<file path="src/rtl/fp16_mul_arbiter_pkg.sv">
// mamba2_fp_pkg: shared FP16 datapath constants and the multiplier tag-pipe entry.
package mamba2_fp_pkg;
  localparam int DW = 16;
  localparam int M_LAT = 6;
  localparam int A_LAT = 4;
  localparam int TAG_W = 8;
  localparam int ID_W_MAX = 3;
  typedef struct packed {
    logic valid;
    logic [ID_W_MAX-1:0] id;
    logic [TAG_W-1:0] tag;
  } tag_ent_t;
endpackage

</file>
<file path="src/rtl/fp16_mul_arbiter_if.sv">
// fp16_mul_arbiter_if: requester, response and multiplier signals of the shared FP16 multiplier.
interface fp16_mul_arbiter_if #(
  parameter int N_REQ = 4,
  parameter int DW = mamba2_fp_pkg::DW,
  parameter int TAG_W = mamba2_fp_pkg::TAG_W
);
  logic [N_REQ-1:0] req_valid, req_ready, rsp_valid;
  logic [N_REQ*DW-1:0] req_a_flat, req_b_flat;
  logic [N_REQ*TAG_W-1:0] req_tag_flat;
  logic [DW-1:0] mul_a, mul_b, mul_result, rsp_data;
  logic mul_valid_in, mul_valid_out;
  logic [TAG_W-1:0] rsp_tag;
  modport slave (
    input req_valid, req_a_flat, req_b_flat, req_tag_flat, mul_result, mul_valid_out,
    output req_ready, mul_a, mul_b, mul_valid_in, rsp_valid, rsp_data, rsp_tag
  );
  modport master (
    output req_valid, req_a_flat, req_b_flat, req_tag_flat, mul_result, mul_valid_out,
    input req_ready, mul_a, mul_b, mul_valid_in, rsp_valid, rsp_data, rsp_tag
  );
endinterface

</file>
<file path="src/rtl/fp16_mul_arbiter_rr_arbiter.sv">
// rr_arbiter: combinational one-hot round-robin grant with a registered rotating pointer.
module rr_arbiter #(
  parameter int N = 4,
  localparam int W = $clog2(N)
) (
  input logic clk,
  input logic rst_n,
  input logic [N-1:0] req,
  output logic [N-1:0] gnt,
  output logic [W-1:0] gnt_id
);
  logic [W-1:0] ptr;
  logic [N-1:0] masked, pick;
  always_comb begin
    masked = '0;
    for (int i = 0; i < N; i++) masked[i] = req[i] && (W'(i) >= ptr);
    pick = |masked ? masked : req;
    gnt = '0;
    gnt_id = '0;
    for (int i = N - 1; i >= 0; i--)
      if (pick[i]) begin
        gnt = '0;
        gnt[i] = 1'b1;
        gnt_id = W'(i);
      end
  end
  always_ff @(posedge clk or negedge rst_n)
    if (!rst_n) ptr <= '0;
    else if (|req) ptr <= (gnt_id == W'(N - 1)) ? '0 : gnt_id + W'(1);
endmodule

</file>
<file path="src/rtl/fp16_mul_arbiter.sv">
// fp16_mul_arbiter: round-robin sharing of one pipelined FP16 multiplier among N_REQ requesters,
// with a latency-aligned tag pipe that routes each product back to its originator.
module fp16_mul_arbiter #(
  parameter int N_REQ = 4,
  parameter int DW = mamba2_fp_pkg::DW,
  parameter int TAG_W = mamba2_fp_pkg::TAG_W,
  parameter int M_LAT = mamba2_fp_pkg::M_LAT,
  localparam int ID_W = $clog2(N_REQ)
) (
  input logic clk,
  input logic rst_n,
  fp16_mul_arbiter_if.slave bus,
  output logic busy,
  output logic err
);
  import mamba2_fp_pkg::*;
  localparam int PW = mamba2_fp_pkg::TAG_W;
  logic [N_REQ-1:0] gnt;
  logic [ID_W-1:0] gnt_id;
  logic [DW-1:0] sel_a, sel_b;
  logic [TAG_W-1:0] sel_tag;
  tag_ent_t iss, head;
  tag_ent_t pipe [M_LAT];
  logic pipe_busy, fire;

  rr_arbiter #(.N(N_REQ)) u_arb (.clk, .rst_n, .req(bus.req_valid), .gnt, .gnt_id);

  assign bus.req_ready = rst_n ? gnt : '0;
  assign bus.mul_valid_in = iss.valid;
  assign head = pipe[M_LAT-1];
  assign fire = bus.mul_valid_out & head.valid;
  assign busy = pipe_busy | iss.valid | (|bus.rsp_valid);

  always_comb begin
    sel_a = '0;
    sel_b = '0;
    sel_tag = '0;
    pipe_busy = 1'b0;
    for (int i = 0; i < N_REQ; i++)
      if (gnt[i]) begin
        sel_a = bus.req_a_flat[i*DW +: DW];
        sel_b = bus.req_b_flat[i*DW +: DW];
        sel_tag = bus.req_tag_flat[i*TAG_W +: TAG_W];
      end
    for (int i = 0; i < M_LAT; i++) pipe_busy = pipe_busy | pipe[i].valid;
  end

  // The issue register feeds stage 0, so the head lines up with mul_valid_out.
  always_ff @(posedge clk or negedge rst_n)
    if (!rst_n) begin
      iss <= '0;
      bus.mul_a <= '0;
      bus.mul_b <= '0;
      for (int i = 0; i < M_LAT; i++) pipe[i] <= '0;
    end else begin
      iss <= '{valid: |gnt, id: ID_W_MAX'(gnt_id), tag: PW'(sel_tag)};
      if (|gnt) begin
        bus.mul_a <= sel_a;
        bus.mul_b <= sel_b;
      end
      pipe[0] <= iss;
      for (int i = 1; i < M_LAT; i++) pipe[i] <= pipe[i-1];
    end

  always_ff @(posedge clk or negedge rst_n)
    if (!rst_n) begin
      bus.rsp_valid <= '0;
      bus.rsp_data <= '0;
      bus.rsp_tag <= '0;
      err <= 1'b0;
    end else begin
      for (int i = 0; i < N_REQ; i++) bus.rsp_valid[i] <= fire && (head.id == ID_W_MAX'(i));
      if (fire) begin
        bus.rsp_data <= bus.mul_result;
        bus.rsp_tag <= TAG_W'(head.tag);
      end
      if (bus.mul_valid_out != head.valid) err <= 1'b1;
    end
endmodule

</file>
<file path="src/flat_wrapper.sv">
// flat-port wrapper written by rule: the top's interface ports become plain ports
module fp16_mul_arbiter_flat import mamba2_fp_pkg::*;
#(
  parameter int N_REQ = 4,
  parameter int DW = mamba2_fp_pkg::DW,
  parameter int TAG_W = mamba2_fp_pkg::TAG_W,
  parameter int M_LAT = mamba2_fp_pkg::M_LAT,
  localparam int ID_W = $clog2(N_REQ)
)
  (clk, rst_n, busy, err, bus_req_valid, bus_req_a_flat, bus_req_b_flat, bus_req_tag_flat, bus_mul_result, bus_mul_valid_out, bus_req_ready, bus_mul_a, bus_mul_b, bus_mul_valid_in, bus_rsp_valid, bus_rsp_data, bus_rsp_tag);
  fp16_mul_arbiter_if #(.N_REQ(N_REQ), .DW(DW), .TAG_W(TAG_W)) bus_i ();
  input logic clk;
  input logic rst_n;
  output logic busy;
  output logic err;
  input wire logic [$bits(bus_i.req_valid)-1:0] bus_req_valid;
  input wire logic [$bits(bus_i.req_a_flat)-1:0] bus_req_a_flat;
  input wire logic [$bits(bus_i.req_b_flat)-1:0] bus_req_b_flat;
  input wire logic [$bits(bus_i.req_tag_flat)-1:0] bus_req_tag_flat;
  input wire logic [$bits(bus_i.mul_result)-1:0] bus_mul_result;
  input wire logic [$bits(bus_i.mul_valid_out)-1:0] bus_mul_valid_out;
  output wire logic [$bits(bus_i.req_ready)-1:0] bus_req_ready;
  output wire logic [$bits(bus_i.mul_a)-1:0] bus_mul_a;
  output wire logic [$bits(bus_i.mul_b)-1:0] bus_mul_b;
  output wire logic [$bits(bus_i.mul_valid_in)-1:0] bus_mul_valid_in;
  output wire logic [$bits(bus_i.rsp_valid)-1:0] bus_rsp_valid;
  output wire logic [$bits(bus_i.rsp_data)-1:0] bus_rsp_data;
  output wire logic [$bits(bus_i.rsp_tag)-1:0] bus_rsp_tag;
  assign bus_i.req_valid = bus_req_valid;
  assign bus_i.req_a_flat = bus_req_a_flat;
  assign bus_i.req_b_flat = bus_req_b_flat;
  assign bus_i.req_tag_flat = bus_req_tag_flat;
  assign bus_i.mul_result = bus_mul_result;
  assign bus_i.mul_valid_out = bus_mul_valid_out;
  assign bus_req_ready = bus_i.req_ready;
  assign bus_mul_a = bus_i.mul_a;
  assign bus_mul_b = bus_i.mul_b;
  assign bus_mul_valid_in = bus_i.mul_valid_in;
  assign bus_rsp_valid = bus_i.rsp_valid;
  assign bus_rsp_data = bus_i.rsp_data;
  assign bus_rsp_tag = bus_i.rsp_tag;
  fp16_mul_arbiter #(.N_REQ(N_REQ), .DW(DW), .TAG_W(TAG_W), .M_LAT(M_LAT)) u_core (.clk(clk), .rst_n(rst_n), .bus(bus_i), .busy(busy), .err(err));
endmodule
</file>
<file path="config.mk">
export PLATFORM = sky130hd
export DESIGN_NAME = fp16_mul_arbiter_flat
export DESIGN_NICKNAME = d
export VERILOG_FILES = /design/src/rtl/fp16_mul_arbiter_pkg.sv /design/src/rtl/fp16_mul_arbiter_if.sv /design/src/rtl/fp16_mul_arbiter_rr_arbiter.sv /design/src/rtl/fp16_mul_arbiter.sv /design/src/flat_wrapper.sv
export SDC_FILE = /design/constraint.sdc
export NUM_CORES = 1
export LEC_CHECK = 0
export BUFFER_PORTS_ARGS = -buffer_cell sky130_fd_sc_hd__buf_2
export CAP_MARGIN = 20
export CORE_ASPECT_RATIO = 1.25
export CORE_MARGIN = 2
export CORE_UTILIZATION = 47
export CTS_CLUSTER_DIAMETER = 80
export CTS_CLUSTER_SIZE = 25
export DETAILED_ROUTE_END_ITERATION = 8
export MAX_ROUTING_LAYER = met4
export PLACE_DENSITY = 0.88
export SLEW_MARGIN = 20
export SYNTH_ARGS = -nofsm -noshare
export SYNTH_HDL_FRONTEND = slang
export SYNTH_SLANG_ARGS = --single-unit
</file>
<file path="constraint.sdc">
create_clock -name clk -period 4.6 [get_ports clk]
set_input_delay 0 -clock clk [delete_from_list [all_inputs] [get_ports clk]]
set_output_delay 0 -clock clk [all_outputs]
set_load 0.02 [all_outputs]
</file>
==> summary.md, run 1 <==
| Metric | Value |
|---|---|
| Status | `finished, final reports clean` |
| Num Clock Sinks | `140` |
| Fin Clk Skew | `8.51 ps` |
| H-tree Lvls | `4` |
| P per Cell Area | `523 mW/mm²` |
| Part of the power in registers | `40.8%` |
| Slew Limit Fails | `0` |
| Clk_lat worst skew | `420 ps` |
| Die H | `123 µm` |
| Max Fclk | `339 MHz` |
| GRT overflow | `0` |
| ANT nets after route | `0` |
| HP Start | `bus_req_valid[1]` |
| Placer Congestion | `0.757` |
| Synth unique cells | `44` |
| Final hold violations | `0` |
| Static leakage | `3.93 nW` |
| Pin count of the biggest net entering global routing | `87` |
| WP data arrival | `3290 ps` |
| Post-CTS resize count | `0` |
| Final nets | `934` |
| Initial antenna violation count | `2` |
| DR pass1 iterations | `6` |
| Synth top area share | `65.9%` |
| FF-to-FF Start | `u_core.u_arb.ptr[0]` |
| Net Switching | `0.00138 W` |
| Postcts setup bufs | `0` |
| Number of enable flip-flop cells after synthesis | `0` |
| Worst hold path class | `input port to flip-flop` |
| Worst Setup SP | `u_core.u_arb.ptr[0]` |
| Switching portion of total power | `32.2%` |
| Ratio of cells with drive above 1 in the final layout | `42.5%` |
| Final TNS setup | `0 ps` |
| Wirelength per Cell | `19.4 µm` |
| Root Buffer | `clkbuf_16` |
| CP Max Fanout | `26` |
| Area of the die | `0.0122 mm²` |
| CTS clk-pin slew, worst paths | `60 ps` |
| Starting DRT DRC Count | `486` |
| Via density | `5.62` |
| Initial Util | `48.0%` |
| Final setup vio count | `0` |
| RSZ-0062 raised after global routing | `no` |
| Number of global-route vias before repair | `5,271` |
| Critical path required time | `4950 ps` |
| Commonest non-fill, non-tap cell in the layout | `buf_2` |
| FFs w/ async S/R, synth | `100%` |
| Pwr Total | `0.00430 W` |
| Final period util | `64.0%` |
| Clock power frac | `31.1%` |
| First-pass GRT wire length | `26,500 µm` |
| Yosys top cell by area | `dfrtp_1` |
| Slew headroom | `36.4%` |
| Synth Register Bits | `140` |
| Worst IR Drop VDD | `0.269 mV` |
| Max_cap viols | `0` |
| Min Tclk post-route | `2950 ps` |
| Core area | `0.0111 mm²` |
| Comb pwr share | `28.1%` |
| Dpl hpwl | `10,200 µm` |
| Total GRT Usage | `29.4%` |
| CTS Buf Count | `17` |
| Crit Path Category | `flip-flop to flip-flop` |
| Cell Int Power | `0.00292 W` |
| Buffer depth of the longest clock path | `2` |
| Port buffer count | `249` |
| Most used DFF post-synth | `dfrtp_1` |
| CTS tree | `done` |
| Ys Warns | `0` |
| Post-Synthesis Cells | `406` |
| FP Rows | `43` |
| DRC | `0` |
| DIE WIDTH | `99.2 µm` |
| Worst slew pin tran | `954 ps` |
| WL final | `17,500 µm` |
| CTS Hold Buffers Added | `101` |
| Area growth from synthesis to layout | `54.6%` |
| Top cells by area, synth | `dfrtp_1 (66%), mux2_2 (5.1%), a221oi_1 (4.3%), a22oi_1 (3.7%), nor2_1 (3.0%)` |
| DR vias | `5,056` |
| Mapped Nets | `590` |
| Mean Syn Cell Area | `13.1 µm²` |
| Critical path launch point type | `flip-flop` |
| Most frequent cells in the layout | `buf_2 (248), dfrtp_1 (140), dlygate4sd3_1 (101)` |
| Crit. End Element | `flip-flop` |
| Synth Cell Area | `0.00532 mm²` |
| Io pins | `250` |
| Sequential-to-total area share from yosys stat | `65.9%` |
-- cells by family (layout without fill, tap and decap cells) --
kind of cell	after synthesis	after routing	synth area share, %
compound gates	126	126	18.1
mux	25	25	5.27
other cells	0	2	0
simple gates	80	80	7.06
fa+ha+maj	1	1	0.235
flops	140	140	65.9
buf+inv	34	391	3.48
-- metrics by stage --
step / util, % / hold WS (ps) / cells / setup slack [ps] / instance area (µm²)
6_report: 74.2 / 35.1 / 900 / 1650 / 8230
3_5_place_dp: 59.8 / 94.7 / 765 / 2290 / 6620
4_1_cts: 74.1 / 2.84 / 898 / 1790 / 8220
5_1_grt: 74.2 / 30.6 / 900 / 1530 / 8230
3_3_place_gp: 59.8 / 83.0 / 765 / 2360 / 6620
2_1_floorplan: - / -296 / 406 / 2940 / 5320
-- path summary, 6_finish.rpt --
path	end	depth (start not counted)	slack [ps]
min in group asynchronous	u_core.bus.mul_b[2]	2	210
hold / removal	u_core.iss[8]	3	40
setup reg to reg	u_core.bus.mul_a[14]	7	1650
hold reg to reg	u_core.pipe[12]	0	340
setup / recovery	u_core.bus.mul_a[14]	7	1650
max in group asynchronous	u_core.iss[5]	3	3150
-- power by group through the flow --
stage | clock network, W | logic, W | registers, W
floorplan | 0 | 0.000403 | 0.00191
global placement | 0 | 0.000913 | 0.00173
detailed placement | 0 | 0.000947 | 0.00176
CTS | 0.00135 | 0.00117 | 0.00174
global route | 0.00142 | 0.00129 | 0.00179
finish | 0.00134 | 0.00121 | 0.00175
-- synthesized netlist by cell type, types with 3 or more instances --
cell type and number:
a2111oi_2 3, a21oi_1 13, a221oi_1 26, a222oi_1 8, a22oi_1 26, and2_1 16, buf_2 15, buf_6 4
clkbuf_1 6, dfrtp_1 140, mux2_2 24, nand2_1 10, nor2_1 43, o21ai_0 30, o21ai_1 5
-- layer usage --
metal / vias up / routed length [µm] / track usage, %
met3: 102 / 1860 / 9.78
met1: 2383 / 6090 / 33.6
li1: 2191 / - / -
met2: 380 / 8650 / 47.2
met5: - / 0 / -
met4: 0 / 900 / 13.5
-- area by class of cell --
cell class                      count  area, µm²
Sequential cell                   140       3500
Fill cell                         701       2860
Antenna cell                        2       5.00
Tap cell                          135        169
Clock inverter                     14        144
Multi-Input combinational cell    232       1650
Timing Repair Buffer              355       2300
Clock buffer                       18        439
Inverter                            4       15.0
-- registers in the layout, indices dropped and copies added (netlist names), 2 cells and up --
| name | count |
|---|---|
| u_core.bus.mul_b | 16 |
| u_core.pipe | 55 |
| u_core.bus.mul_a | 16 |
| u_core.bus.rsp_tag | 8 |
| u_core.head | 11 |
| u_core.u_arb.ptr | 2 |
| u_core.bus.rsp_data | 16 |
| u_core.iss | 10 |
| u_core.bus.rsp_valid | 4 |
-- worst max-delay path, cell delays in order, from the launching register on --
cell	delay, ps
dfrtp_1	490
inv_2	90
o22ai_1	250
a21o_1	630
buf_4	440
a221oi_1	100
o21ai_0	260
dlygate4sd3_1	600
Note: power is estimated with default switching activity, not from simulation.
==> inputs of run 2 (changes only) <==
CORE_UTILIZATION = 46   (was 47)
PLACE_DENSITY = 0.86   (was 0.88)
clock period = 3.1 ns   (was 4.6 ns; I/O delays follow)
==> summary.md, run 2 (synthesized netlist as in run 1, its figures left out) <==
| Metric | Value |
|---|---|
| Slew headroom | `35.9%` |
| Die H | `124 µm` |
| First-pass GRT wire length | `27,300 µm` |
| Initial antenna violation count | `1` |
| Starting DRT DRC Count | `263` |
| DRC | `0` |
| Final nets | `936` |
| DR vias | `5,051` |
| Final period util | `91.8%` |
| Static leakage | `4.00 nW` |
| CP Max Fanout | `23` |
| Root Buffer | `clkbuf_16` |
| Num Clock Sinks | `140` |
| GRT overflow | `0` |
| Ratio of cells with drive above 1 in the final layout | `42.9%` |
| Min Tclk post-route | `2850 ps` |
| Via density | `5.61` |
| Buffer depth of the longest clock path | `2` |
| DIE WIDTH | `100 µm` |
| Critical path launch point type | `flip-flop` |
| Max_cap viols | `0` |
| WP data arrival | `3200 ps` |
| Area of the die | `0.0124 mm²` |
| WL final | `17,300 µm` |
| Initial Util | `47.5%` |
| CTS Buf Count | `17` |
| Clk_lat worst skew | `420 ps` |
| Worst hold path class | `input port to flip-flop` |
| Fin Clk Skew | `6.53 ps` |
| Final hold violations | `0` |
| Total GRT Usage | `29.4%` |
| ANT nets after route | `0` |
| Biggest register | `u_core.pipe` |
| Net Switching | `0.00201 W` |
| Clock power frac | `35.6%` |
| Critical Path Max Stage Delay | `670 ps` |
| Port buffer count | `249` |
| Worst IR Drop VDD | `0.438 mV` |
| Comb pwr share | `26.4%` |
| Part of the power in registers | `38.0%` |
| Crit. End Element | `flip-flop` |
| Max reg flops | `55` |
| Area growth from synthesis to layout | `57.2%` |
| Final TNS setup | `0 ps` |
| Number of global-route vias before repair | `5,539` |
| Status | `finished, final reports clean` |
| Most frequent cells in the layout | `buf_2 (248), dfrtp_1 (140), dlygate4sd3_1 (99)` |
| Max Fclk | `351 MHz` |
| Worst slew pin tran | `962 ps` |
| Wirelength per Cell | `19.2 µm` |
| Switching portion of total power | `29.5%` |
| CP cell instances | `o2bb2ai_1 > a32o_1 > buf_4 > a221oi_1 > o21ai_0 > dlygate4sd3_1` |
| CTS tree | `done` |
| Io pins | `250` |
| Critical path required time | `3450 ps` |
| Commonest non-fill, non-tap cell in the layout | `buf_2` |
| CP max-delay cell | `a32o_1` |
| Placer Congestion | `0.945` |
| CTS clk-pin slew, worst paths | `60 ps` |
| Slew Limit Fails | `0` |
| Crit Path Category | `flip-flop to flip-flop` |
| H-tree Lvls | `4` |
| Pin count of the biggest net entering global routing | `51` |
| P per Cell Area | `815 mW/mm²` |
| Final setup vio count | `0` |
| Dpl hpwl | `10,800 µm` |
| Cell Int Power | `0.00481 W` |
| FP Rows | `43` |
| Core area | `0.0112 mm²` |
| Non-Filler Instances | `901` |
| DP Cell Count | `769` |
| DR pass1 iterations | `5` |
| RSZ-0062 raised after global routing | `no` |
| Postcts setup bufs | `0` |
-- run 2: cell count changes in the layout (fill, tap and decap cells not counted), sizes merged --
cell / previous run / this run
clkinvlp: 1 / 0
clkinv: 3 / 1
bufinv: 1 / 7
dlygate4sd3: 101 / 99
buf: 254 / 258
inv: 13 / 10
diode: 2 / 1
-- run 2: timing repair --
action	CTS	global route
endpoints found under the hold margin	124	0
gates resized for setup	0	1
setup endpoints to repair	0	11
hold buffers	99	0
-- run 2: final timing paths --
check	startpoint	to	slack, ps	cells past startpoint
worst max register to register	u_core.u_arb.ptr[1]	u_core.bus.mul_a[11]	250	6
max in group asynchronous	rst_n	u_core.bus.mul_b[3]	2060	3
worst max-delay path	u_core.u_arb.ptr[1]	u_core.bus.mul_a[11]	250	6
worst min-delay path	bus_req_valid[2]	u_core.iss[9]	40	3
worst min register to register	u_core.pipe[49]	u_core.pipe[37]	340	0
min in group asynchronous	rst_n	u_core.bus.rsp_data[2]	90	2
-- run 2: layout make-up --
class | count | area [µm²]
sequential | 140 | 3500
fill | 726 | 2830
timing repair buffer | 357 | 2310
multi-input combinational | 232 | 1650
clock buffer | 18 | 439
clock inverter | 14 | 277
tap | 135 | 169
inverter | 4 | 15.0
antenna | 1 | 2.50
-- run 2: per-layer routing --
layer | GRT usage (%) | vias to the layer above | share of wire, % | routed length, µm
li1 | - | 2195 | - | -
met1 | 30.8 | 2470 | 35 | 6090
met2 | 48.7 | 315 | 51 | 8890
met3 | 9.33 | 71 | 8.5 | 1470
met4 | 15.6 | 0 | 4.8 | 837
met5 | - | - | 0 | 0
-- run 2: stage by stage --
stage	hold slack, ps	power, W	utilization (%)	instance area, µm²	setup slack [ps]
floorplan	-296	0.00343	-	5320	1440
global placement	-34.6	0.00397	59.5	6650	874
detailed placement	-35.2	0.00404	59.5	6650	737
CTS	7.74	0.00680	74.7	8360	220
global route	51.3	0.00711	74.7	8360	37.7
finish	43.4	0.00681	74.7	8360	253
-- run 2: power by group through the flow --
stage	Sequential [W]	Clock, W	Combinational [W]
floorplan	0.00283	0	0.000598
global placement	0.00258	0	0.00139
detailed placement	0.00261	0	0.00143
CTS	0.00258	0.00246	0.00176
global route	0.00264	0.00255	0.00193
finish	0.00259	0.00243	0.00180
-- run 2: critical path, delay by kind of cell (launching register included) --
| kind | cells | cell delay, ps |
|---|---|---|
| flops | 1 | 600 |
| buf+inv | 2 | 970 |
| compound gates | 4 | 1210 |
==> inputs of run 3 (changes only) <==
CORE_UTILIZATION = 47   (was 46)
PLACE_DENSITY = 0.88   (was 0.86)
clock period = 3.55 ns   (was 3.1 ns; I/O delays follow)
==> summary.md, run 3 (synthesized netlist as in run 1, its figures left out) <==
| Metric | Value |
|---|---|
| Status | `finished, final reports clean` |
| Commonest non-fill, non-tap cell in the layout | `buf_2` |
| Final period util | `80.9%` |
| Post-CTS resize count | `0` |
| Placer Congestion | `0.750` |
| Port buffer count | `249` |
| WP data arrival | `3200 ps` |
| P per Cell Area | `691 mW/mm²` |
| Core area | `0.0111 mm²` |
| Dpl hpwl | `10,200 µm` |
| CTS Buf Count | `17` |
| Die H | `123 µm` |
| Crit Path Category | `flip-flop to flip-flop` |
| Starting DRT DRC Count | `381` |
| DP Cell Count | `765` |
| Static leakage | `3.94 nW` |
| Clk_lat worst skew | `410 ps` |
| Non-Filler Instances | `896` |
| First-pass GRT wire length | `25,600 µm` |
| Worst IR Drop VDD | `0.431 mV` |
| Area growth from synthesis to layout | `55.2%` |
| GRT overflow | `0` |
| Worst slew pin tran | `931 ps` |
| Final setup vio count | `0` |
| Total GRT Usage | `28.2%` |
| Final hold violations | `0` |
| Most frequent cells in the layout | `buf_2 (248), dfrtp_1 (140), dlygate4sd3_1 (99)` |
| RSZ-0062 raised after global routing | `no` |
| Worst hold path class | `input port to flip-flop` |
| DRC | `0` |
| FP Rows | `43` |
| CTS clk-pin slew, worst paths | `60 ps` |
| Max reg flops | `55` |
| DR pass1 iterations | `6` |
| Wirelength per Cell | `18.9 µm` |
| DIE WIDTH | `99.2 µm` |
| Critical path launch point type | `flip-flop` |
| WL final | `16,900 µm` |
| Crit. End Element | `flip-flop` |
| Initial Util | `48.0%` |
| Ratio of cells with drive above 1 in the final layout | `42.3%` |
| H-tree Lvls | `4` |
| Root Buffer | `clkbuf_16` |
| Biggest register | `u_core.pipe` |
| Min Tclk post-route | `2870 ps` |
| CTS tree | `done` |
| Max_cap viols | `0` |
| Placed Area | `0.00663 mm²` |
| Via density | `5.65` |
| Postcts setup bufs | `0` |
| Num Clock Sinks | `140` |
| CP Max Fanout | `30` |
| DR vias | `5,059` |
| Slew headroom | `38.0%` |
| Number of global-route vias before repair | `5,339` |
| Final TNS setup | `0 ps` |
| Slew Limit Fails | `0` |
| Io pins | `250` |
| Area of the die | `0.0122 mm²` |
| Final instance area | `0.00826 mm²` |
| Initial antenna violation count | `0` |
| Final nets | `932` |
| Pin count of the biggest net entering global routing | `82` |
| ANT cells | `0` |
| ANT nets after route | `0` |
| Fin Clk Skew | `14.5 ps` |
| Critical path required time | `3880 ps` |
| Buffer depth of the longest clock path | `2` |
| Max Fclk | `348 MHz` |
-- run 3: per-stage QoR --
step	hold WS, ps	setup slack (ps)	util [%]	power (W)
2_1_floorplan	-296	1890	-	0.00300
3_3_place_gp	72.9	1240	59.8	0.00343
3_5_place_dp	79.6	1050	59.8	0.00351
5_1_grt	55.9	546	74.5	0.00596
6_report	31.1	679	74.5	0.00571
4_1_cts	1.28	544	74.5	0.00567
-- run 3: critical path, stage by stage (launching register included) --
cell	delay, ps
dfrtp_1	490
inv_2	90
o22ai_1	310
a21o_1	500
buf_4	440
a221oi_1	90
o21ai_0	250
dlygate4sd3_1	610
-- run 3: final timing paths --
| path | start | to | slack (ps) | cells after the start |
|---|---|---|---|---|
| max | u_core.u_arb.ptr[0] | u_core.bus.mul_b[0] | 680 | 7 |
| min | bus_req_valid[0] | u_core.iss[8] | 30 | 2 |
| max reg2reg | u_core.u_arb.ptr[0] | u_core.bus.mul_b[0] | 680 | 7 |
| min reg2reg | u_core.pipe[29] | u_core.pipe[17] | 340 | 0 |
| max in group asynchronous | rst_n | u_core.head[7] | 2400 | 3 |
| min in group asynchronous | rst_n | u_core.bus.rsp_data[10] | 200 | 2 |
-- run 3: area by class of cell --
cell class                 count  area (µm²)
multi-input combinational    232        1660
clock inverter                11         183
clock buffer                  21         450
sequential                   140        3500
timing repair buffer         353        2280
tap                          135         169
inverter                       4        15.0
fill                         670        2820
-- run 3: what timing repair did --
item / in CTS / in global routing
hold buffers: 99 / 0
endpoints found under the setup margin: 0 / 0
hold endpoints to repair: 133 / 0
-- run 3: layer usage --
metal	vias up	wire [µm]	global-route usage, %
li1	2185	-	-
met1	2407	5850	32.1
met2	390	8690	46.3
met3	77	1680	8.14
met4	0	720	13.4
met5	-	0	-
-- run 3: power breakdown --
group          internal [W]  leakage [nW]  switching, W
sequential          0.00205          1.66      0.000212
combinational      0.000713          1.98      0.000854
clock               0.00121         0.305      0.000664
total               0.00398          3.94       0.00173
